[config.mk]
export PLATFORM = sky130hd
export DESIGN_NAME = hamming_sec_scrubber
export DESIGN_NICKNAME = d
export VERILOG_FILES = /design/src/rtl/hamming_sec_scrubber.sv
export SDC_FILE = /design/constraint.sdc
export NUM_CORES = 1
export LEC_CHECK = 0
export BUFFER_PORTS_ARGS = -buffer_cell sky130_fd_sc_hd__buf_2
export CORE_MARGIN = 2
export CORE_UTILIZATION = 53
export CTS_CLUSTER_DIAMETER = 40
export DETAILED_ROUTE_END_ITERATION = 7
export GPL_TIMING_DRIVEN = 0
export HOLD_SLACK_MARGIN = 0.06
export PLACE_DENSITY_LB_ADDON = 0.2
export SETUP_SLACK_MARGIN = 0.02
export SYNTH_ARGS = -nofsm -noshare
export SYNTH_HDL_FRONTEND = slang
export SYNTH_SLANG_ARGS = --single-unit
export TNS_END_PERCENT = 20
[constraint.sdc]
create_clock -name clk -period 2.9 [get_ports clk]
set_input_delay 0.87 -clock clk [delete_from_list [all_inputs] [get_ports clk]]
set_output_delay 0.87 -clock clk [all_outputs]
set_load 0.03 [all_outputs]
[src/rtl/hamming_sec_scrubber.sv]
`default_nettype none
// ---------------------------------------------------------------------------
// hamming_sec_scrubber : background SEC scrubber sharing a single memory port
// Revision 1.0
// ---------------------------------------------------------------------------
module hamming_sec_scrubber #(
    parameter int DEPTH    = 16,
    parameter int ADDR_W   = 4,
    parameter int INTERVAL = 1024
) (
    input  logic              clk,
    input  logic              rst,
    input  logic              start,
    input  logic              user_req,
    input  logic              user_wr_en,
    input  logic [ADDR_W-1:0] user_addr,
    input  logic [11:0]       user_wdata,
    output logic              mem_wr_en,
    output logic [ADDR_W-1:0] mem_addr,
    output logic [11:0]       mem_wdata,
    input  logic [11:0]       mem_rdata,
    output logic              busy,
    output logic              pass_done,
    output logic              err_corrected,
    output logic              err_uncorrectable,
    output logic [ADDR_W-1:0] err_addr,
    output logic [7:0]        corr_count
);
    localparam int                CNT_W     = (INTERVAL > 1) ? $clog2(INTERVAL) : 1;
    localparam logic [CNT_W-1:0]  CNT_LAST  = CNT_W'((INTERVAL > 0) ? INTERVAL - 1 : 0);
    localparam logic [ADDR_W-1:0] ADDR_LAST = ADDR_W'(DEPTH - 1);

    localparam logic [2:0] S_IDLE  = 3'd0;
    localparam logic [2:0] S_READ  = 3'd1;
    localparam logic [2:0] S_CHECK = 3'd2;
    localparam logic [2:0] S_WRITE = 3'd3;
    localparam logic [2:0] S_NEXT  = 3'd4;

    logic [2:0]        state_q, state_d;
    logic [CNT_W-1:0]  cnt_q;
    logic [ADDR_W-1:0] scan_addr_q;
    logic [11:0]       fix_q;
    logic              conflict_q;
    logic              pass_done_q, err_corr_q, err_unc_q;
    logic [ADDR_W-1:0] err_addr_q;
    logic [7:0]        corr_count_q;

    logic [3:0]        syn;
    logic              auto_fire, user_hit, scrub_wr;

    function automatic logic [3:0] syndrome(input logic [11:0] cw);
        logic [3:0] s;
        s = 4'd0;
        for (int i = 1; i <= 12; i++) begin
            if (cw[i-1]) s = s ^ 4'(i);
        end
        return s;
    endfunction

    assign syn       = syndrome(mem_rdata);
    assign auto_fire = (INTERVAL != 0) && (cnt_q == CNT_LAST);
    assign user_hit  = user_req && user_wr_en && (user_addr == scan_addr_q);

    always_ff @(posedge clk or negedge rst) begin
        if (!rst) state_q <= S_IDLE;
        else      state_q <= state_d;
    end

    always_comb begin
        state_d = state_q;
        case (state_q)
            S_IDLE:  if (start || auto_fire) state_d = S_READ;
            S_READ:  if (!user_req) state_d = S_CHECK;
            S_CHECK: begin
                if (syn != 4'd0 && syn <= 4'd12) state_d = S_WRITE;
                else                             state_d = S_NEXT;
            end
            S_WRITE: if (!user_req) state_d = S_NEXT;
            S_NEXT:  state_d = (scan_addr_q == ADDR_LAST) ? S_IDLE : S_READ;
            default: state_d = S_IDLE;
        endcase
    end

    always_comb begin
        busy     = (state_q != S_IDLE);
        scrub_wr = (state_q == S_WRITE) && !user_req && !conflict_q;
    end

    // The user path always owns the port when it asks for it.
    assign mem_wr_en = user_req ? user_wr_en : scrub_wr;
    assign mem_addr  = user_req ? user_addr  : scan_addr_q;
    assign mem_wdata = user_req ? user_wdata : fix_q;

    always_ff @(posedge clk or negedge rst) begin
        if (!rst) begin
            cnt_q        <= '0;
            scan_addr_q  <= '0;
            fix_q        <= '0;
            conflict_q   <= 1'b0;
            pass_done_q  <= 1'b0;
            err_corr_q   <= 1'b0;
            err_unc_q    <= 1'b0;
            err_addr_q   <= '0;
            corr_count_q <= '0;
        end else begin
            pass_done_q <= 1'b0;
            err_corr_q  <= 1'b0;
            err_unc_q   <= 1'b0;
            if (state_q == S_IDLE && state_d == S_IDLE && INTERVAL != 0)
                cnt_q <= cnt_q + CNT_W'(1);
            else
                cnt_q <= '0;
            case (state_q)
                S_READ: conflict_q <= 1'b0;
                S_CHECK: begin
                    if (user_hit) conflict_q <= 1'b1;
                    fix_q <= mem_rdata ^ (12'd1 << (syn - 4'd1));
                    if (syn >= 4'd13) begin
                        err_unc_q  <= 1'b1;
                        err_addr_q <= scan_addr_q;
                    end
                end
                S_WRITE: begin
                    if (user_hit) conflict_q <= 1'b1;
                    if (scrub_wr) begin
                        err_corr_q <= 1'b1;
                        err_addr_q <= scan_addr_q;
                        if (corr_count_q != 8'hFF) corr_count_q <= corr_count_q + 8'd1;
                    end
                end
                S_NEXT: begin
                    if (scan_addr_q == ADDR_LAST) begin
                        pass_done_q <= 1'b1;
                        scan_addr_q <= '0;
                    end else begin
                        scan_addr_q <= scan_addr_q + ADDR_W'(1);
                    end
                end
                default: ;
            endcase
        end
    end

    assign pass_done         = pass_done_q;
    assign err_corrected     = err_corr_q;
    assign err_uncorrectable = err_unc_q;
    assign err_addr          = err_addr_q;
    assign corr_count        = corr_count_q;
endmodule
`default_nettype wire
==> out/metrics.yaml, run 1 <==
run_status:
  status: "finished, final reports clean"
cts:
  clk_root_buffer_cell: "clkbuf_8"
  cts_max_level: 2
  clk_latency_ps: 300
  post_cts_buffers: 0
  cts.clk_slew.worst_paths_ps: 80
  clk_path_buf_depth: 2
  cts_resized: 4
  tritoncts: "yes"
  clock_sinks: 45
  numCtsBuffers: 5
  hold_buffers: 0
cells_and_area:
  filler_cell_count: 380
  nets: 345
  area_growth_pct: 20.93
  diodes: 0
  drive_gt1_frac: 0.3677
route:
  drt-pass1-iter-count: 4
  vias: 1988
  wl_um: 5380
  viasPerCell: 5.273
  wl_per_cell_um: 14.27
  drc: 0
  ant_nets: 0
  drt_iter0_drc: 94
setup_path:
  worstRegToRegCells: 6
  crit_type: "in -> out"
  reg2reg_setup_slack_ps: 750
  critical_path_arrival_ps: 1920
  worst_setup_path_end_kind: "output port"
  cp_max_fo: 10
  critPathRequiredTime_ps: 2030
  critPathLaunchType: "input pin"
die:
  rows: 25
  dieArea_um2: 5495
  fp.dieH_um: 74.13
  die_w_um: 74.13
  io_pins: 66
  initial_utilization: 0.5518
  core_area_um2: 4723
sta:
  drv_slew: 0
  rsz0062_at_grt: "false"
  setup_slack_ps: 110.9
  period_minus_slack_ps: 2789
  finalClockSkew_ps: 4.744
  finalCritPeriodShare: 0.9618
  max_freq_mhz: 358.5
  finalHoldViolations: 0
  finalSetupViolCount: 0
  tightest_slew_ps: 982.0
  relSlewSlack: 0.3454
  fin_hold_ws_ps: 487.0
min_path:
  hp-class: "reg -> reg"
  hold_depth: 2
synth:
  syn_area_um2: 2606
  avgSynthCellArea_um2: 11.00
  synth_commonest_cells: "dfrtp_1, nand2_1, xor2_1"
  syn_inst: 237
  synth.most_common_cell: "dfrtp_1"
  synth_top_family_by_area: "XOR/XNOR gates"
  synth_compound_area_frac: 0.06961
  yosys_warnings: 0
  ys.flop_type: "dfrtp_1"
  yosysTopAreaCellShare: 0.4321
  ys_top_cells_by_area: "dfrtp_1, mux2_2, xor2_1"
  synth-edff-count: 0
  synthMuxAreaShare: 0.1047
  synth_top_area_cell: "dfrtp_1"
  synth_seq_cells: 45
  synth_seq_area_share: 0.4321
  postSynth.asyncResetShare: 1.000
  synthXorXnorAreaFrac: 0.2021
  yosys.area_share.simple: 0.1570
  synth-adder-area-share: 0.01440
  syn_nets: 273
  synth.distinct_cells: 46
place:
  gp_congestion: 0.8047
  pre_cts_ws_ps: -444.2
  port_buffers: 65
  hpwl_um: 3835
power_and_ir_drop:
  power_density_nw_per_um2: 844.6
  power_leakage_nw: 1.519
  ir_worst_vdd_mv: 0.3865
global_routing:
  grt_max_degree: 46
  antenna_found_initial: 0
  grt_use_total: 0.2109
  grt_pass1_vias: 1917
  overflow: 0
  grt_pass1_wl_um: 8852
job:
  maxCapViolCount: 0
## power by group
group / switching (mW) / total, mW / internal [mW] / leakage [nW]
clock: 0.220 / 0.501 / 0.281 / 0.0585
combinational: 0.715 / 1.18 / 0.470 / 0.870
sequential: 0.166 / 0.976 / 0.811 / 0.591
total: 1.10 / 2.66 / 1.56 / 1.52
## critical path: stages
cell and delay, ps:
buf_2 90, clkbuf_2 240, buf_6 200, mux2_2 350, buf_2 180
## metrics by stage
step	TNS (ps)	utilization	instances	power (mW)	cell area [µm²]
final	0	0.6673	377	2.662	3152
after global routing	0	0.6673	377	2.838	3152
after CTS	0	0.6652	377	2.663	3142
after detailed placement	-3965	0.6384	369	2.157	3015
after global placement	-3810	0.6384	369	2.131	3015
after floorplan	0	-	237	1.841	2606
## worst paths after layout
check | end | start
max reg2reg | err_addr[1] | state_q[2]
max in group asynchronous | corr_count[1] | rst
min in group asynchronous | cnt_q[4] | rst
min | fix_q[7] | fix_q[7]
max | mem_wdata[7] | user_req
min reg2reg | fix_q[7] | fix_q[7]
## flip-flops by register name (all words and copies together), names as in the netlist
name	cells
err_corrected	1
corr_count	8
scan_addr_q	4
err_addr	4
err_uncorrectable	1
state_q	3
conflict_q	1
fix_q	12
pass_done	1
cnt_q	10
## cell families (layout without fill, tap and decap cells)
logic type | Yosys count | after routing
AND/OR/NAND/NOR | 81 | 81
XOR/XNOR | 48 | 48
flip-flops | 45 | 45
AO/OA/AOI/OAI | 27 | 27
multiplexers | 23 | 23
buffers and inverters | 10 | 83
adder cells (fa/ha/maj) | 3 | 3
## layout make-up
| type | instances | area (µm²) | area share |
|---|---|---|---|
| multi-input combinational | 182 | 1439 | 0.4565 |
| sequential | 45 | 1126 | 0.3573 |
| timing repair buffer | 65 | 325.3 | 0.1032 |
| clock buffer | 7 | 86.33 | 0.02739 |
| tap | 67 | 83.83 | 0.02660 |
| buffer | 7 | 50.05 | 0.01588 |
| clock inverter | 1 | 30.03 | 0.009528 |
| inverter | 3 | 11.26 | 0.003573 |
## cells in the final DEF, fill, tap and decap left out, drive strengths merged, types with 2 or more instances in the layout
cell type and n:
buf 68, dfrtp 45, nand2 23, xor2 22
mux2 22, xnor2 21, nor2 19, o21ai 15
nand3 10, clkbuf 10, nand4 8, nor4 6
nor3 4, xnor3 3, inv 3, and3 3
ha 3, o221ai 2, a21oi 2, xor3 2
nand2b 2, or3 2
## per-layer routing
metal	global-route usage	routed length, µm	part of all wire	vias up
li1	-	-	-	976
met1	0.3032	2551	0.47	947
met2	0.3145	2427	0.45	60
met3	0.05285	336	0.062	5
met4	0.06869	65	0.012	0
met5	0	0	0	-
Note: power is estimated with default switching activity, not from simulation.
==> inputs of run 2 (changes only) <==
--- a/config.mk
+++ b/config.mk
@@ -7,12 +7,13 @@
 export LEC_CHECK = 0
 export BUFFER_PORTS_ARGS = -buffer_cell sky130_fd_sc_hd__buf_2
 export CORE_MARGIN = 2
-export CORE_UTILIZATION = 53
+export CORE_UTILIZATION = 54
 export CTS_CLUSTER_DIAMETER = 40
 export DETAILED_ROUTE_END_ITERATION = 7
 export GPL_TIMING_DRIVEN = 0
 export HOLD_SLACK_MARGIN = 0.06
 export PLACE_DENSITY_LB_ADDON = 0.2
+export RECOVER_POWER = 25
 export SETUP_SLACK_MARGIN = 0.02
 export SYNTH_ARGS = -nofsm -noshare
 export SYNTH_HDL_FRONTEND = slang
==> constraint.sdc (replaced) <==
create_clock -name clk -period 3.6 [get_ports clk]
set_input_delay 1.08 -clock clk [delete_from_list [all_inputs] [get_ports clk]]
set_output_delay 1.08 -clock clk [all_outputs]
set_load 0.03 [all_outputs]
==> out/metrics.yaml, run 2 (synthesis results as in run 1) <==
run_status:
  status: "finished, violations left"  # was finished, final reports clean
  violations: "max-capacitance violations, max-slew violations, negative setup slack"
min_path:
  hold_depth: 2  # unchanged
  hp-class: "reg -> reg"  # unchanged
  hold_start: "fix_q[2]"  # was fix_q[7]
cells_and_area:
  drive_gt1_frac: 0.3645  # was 0.3677
  filler_cell_count: 380  # unchanged
  diodes: 0  # unchanged
  regArea_um2: 1126  # unchanged
  final_cell_mix: "buf_2, dfrtp_1, nand2_1"  # unchanged
  nets: 345  # unchanged
  area_growth_pct: 18.72  # was 20.93%
  regMostFlops: "fix_q"  # unchanged
  final_common_cell: "buf_2"  # unchanged
  largest_register_ffs: 12  # unchanged
  multi_input_area_um2: 1428  # was 1439 µm²
  fin_cells: 364  # was 377
place:
  pre_cts_ws_ps: -144.8  # was -444.2 ps
  gp_congestion: 0.7938  # was 0.8047
  hpwl_um: 3734  # was 3835 µm
  place_inst: 356  # was 369
  port_buffers: 65  # unchanged
sta:
  max_freq_mhz: 276.6
  finalSetupViolCount: 1  # was 0
  rsz0062_at_grt: "true"  # was false
  finalHoldViolations: 0  # unchanged
  tightest_slew_ps: 2333  # was 982.0 ps
  period_minus_slack_ps: 3615
  setup_slack_ps: -15.44  # was 110.9 ps
  relSlewSlack: -0.5551  # was 0.3454
  finalCritPeriodShare: 1.004
  drv_slew: 46  # was 0
  finalClockSkew_ps: 8.557  # was 4.744 ps
  setup_tns_ps: -15.44  # was 0 ps
route:
  viasPerCell: 5.283  # was 5.273
  ant_nets: 0  # unchanged
  drt-pass1-iter-count: 3  # was 4
  wl_um: 4999  # was 5380 µm
  wl_per_cell_um: 13.73  # was 14.27 µm
  vias: 1923  # was 1988
  drc: 0  # unchanged
  drt_iter0_drc: 79  # was 94
die:
  fp.dieH_um: 73.47  # was 74.13 µm
  io_pins: 66  # unchanged
  core_area_um2: 4692  # was 4723 µm²
  die_w_um: 73.47  # was 74.13 µm
  dieArea_um2: 5398  # was 5495 µm²
  initial_utilization: 0.5555  # was 0.5518
  rows: 25  # unchanged
power_and_ir_drop:
  switchingPower_uw: 876.1  # was 1.100 mW
  netSwitchingFraction: 0.4283  # was 0.4132
  clock_power_share: 0.158  # was 0.188
  power_density_nw_per_um2: 661.1  # was 844.6 nW/µm²
  power_frac_seq: 0.384  # was 0.367
  total_power_mw: 2.046  # was 2.662 mW
  power_leakage_nw: 1.500  # was 1.519 nW
  combPwrFrac: 0.458  # was 0.445
  ir_worst_vdd_mv: 0.3546  # was 0.3865 mV
  intPower_mw: 1.170  # was 1.562 mW
setup_path:
  critPathLaunchType: "input pin"  # unchanged
  critical_path_arrival_ps: 2540  # was 1920 ps
  crit_chain: "buf_2 > or2b_2 > nor3_1 > nand2b_1 > buf_2"  # was buf_2 > clkbuf_2 > buf_6 > mux2_2 > buf_2
  critPathSlowestCell: "nor3_1"  # was mux2_2
  timing.rr.start: "state_q[0]"  # was state_q[2]
  critPathLaunch: "user_req"  # unchanged
  cp_max_fo: 6  # was 10
  worstRegToRegCells: 5  # was 6
  cpPeakStageDelay_ps: 680  # was 350 ps
  worst_setup_path_end_kind: "output port"  # unchanged
  cp_common_cell: "buf_2"  # unchanged
  critPathRequiredTime_ps: 2520  # was 2030 ps
  cp_top_family: "simple AND/OR/NAND/NOR gates"  # was buffers and inverters
  path_depth: 5  # unchanged
  crit_type: "in -> out"  # unchanged
  cp.buffers_inverters: 2  # was 4
cts:
  clk_root_buffer_cell: "clkbuf_8"  # unchanged
  clk_path_buf_depth: 2  # unchanged
  cts.clk_slew.worst_paths_ps: 80  # about the same
  tritoncts: "yes"  # unchanged
  numCtsBuffers: 5  # unchanged
  clk_latency_ps: 300  # about the same
  post_cts_buffers: 0  # unchanged
  clock_sinks: 45  # unchanged
  hold_buffers: 0  # unchanged
  cts_max_level: 2  # unchanged
global_routing:
  grt_pass1_vias: 1690  # was 1917
  antenna_found_initial: 0  # unchanged
  overflow: 0  # unchanged
  grt_pass1_wl_um: 7976  # was 8852 µm
  grt_max_degree: 46  # unchanged
  grt_use_total: 0.1944  # was 0.2109
job:
  maxCapViolCount: 1  # was 0
## run 2: area by class of cell
| type | instances | share of cell area |
|---|---|---|
| clock inverter | 3 | 0.008087 |
| sequential | 45 | 0.3639 |
| tap | 54 | 0.02184 |
| clock buffer | 5 | 0.02224 |
| buffer | 7 | 0.01415 |
| multi-input combinational | 182 | 0.4614 |
| timing repair buffer | 65 | 0.1047 |
| inverter | 3 | 0.003639 |
## run 2: worst register-to-register path, cell delays in order (launching register included)
cell and delay (ps):
dfrtp_1 480, or2b_2 330, nor3_1 680, o2111ai_1 360
nor2_1 220, xor2_1 160
## run 2: per-layer routing
metal  global-route usage  share of wire  vias up
met5                    0              0        -
met3              0.04664          0.042        6
met1               0.2917           0.51      895
met2               0.2698           0.43       45
li1                     -              -      977
met4              0.07677          0.015        0
## run 2: repair_timing
item | 4_1_cts | 5_1_grt
cloned | 0 | 0
gates resized for setup | 1 | 2
setup endpoints to repair | 9 | 10
## run 2: worst paths after layout
path                                 endpoint  slack (ps)
worst max-delay path                mem_wr_en         -20
worst min-delay path                 fix_q[2]         480
worst max register to register  corr_count[3]        1310
worst min register to register       fix_q[2]         480
max in group asynchronous       corr_count[6]         790
min in group asynchronous            cnt_q[8]        1470
## run 2: per-stage QoR
| step | util | hold slack, ps | instance area [µm²] |
|---|---|---|---|
| floorplan | - | 446.0 | 2606 |
| global placement | 0.6392 | 464.4 | 2999 |
| detailed placement | 0.6392 | 470.4 | 2999 |
| CTS | 0.6595 | 489.5 | 3094 |
| global route | 0.6595 | 518.1 | 3094 |
| finish | 0.6595 | 482.5 | 3094 |
## run 2: power groups by stage
stage | clock network [mW] | registers [mW] | logic, mW
finish | 0.323 | 0.785 | 0.938
global route | 0.358 | 0.807 | 1.02
CTS | 0.333 | 0.786 | 0.944
detailed placement | 0 | 0.795 | 0.942
global placement | 0 | 0.793 | 0.924
floorplan | 0 | 0.843 | 0.641
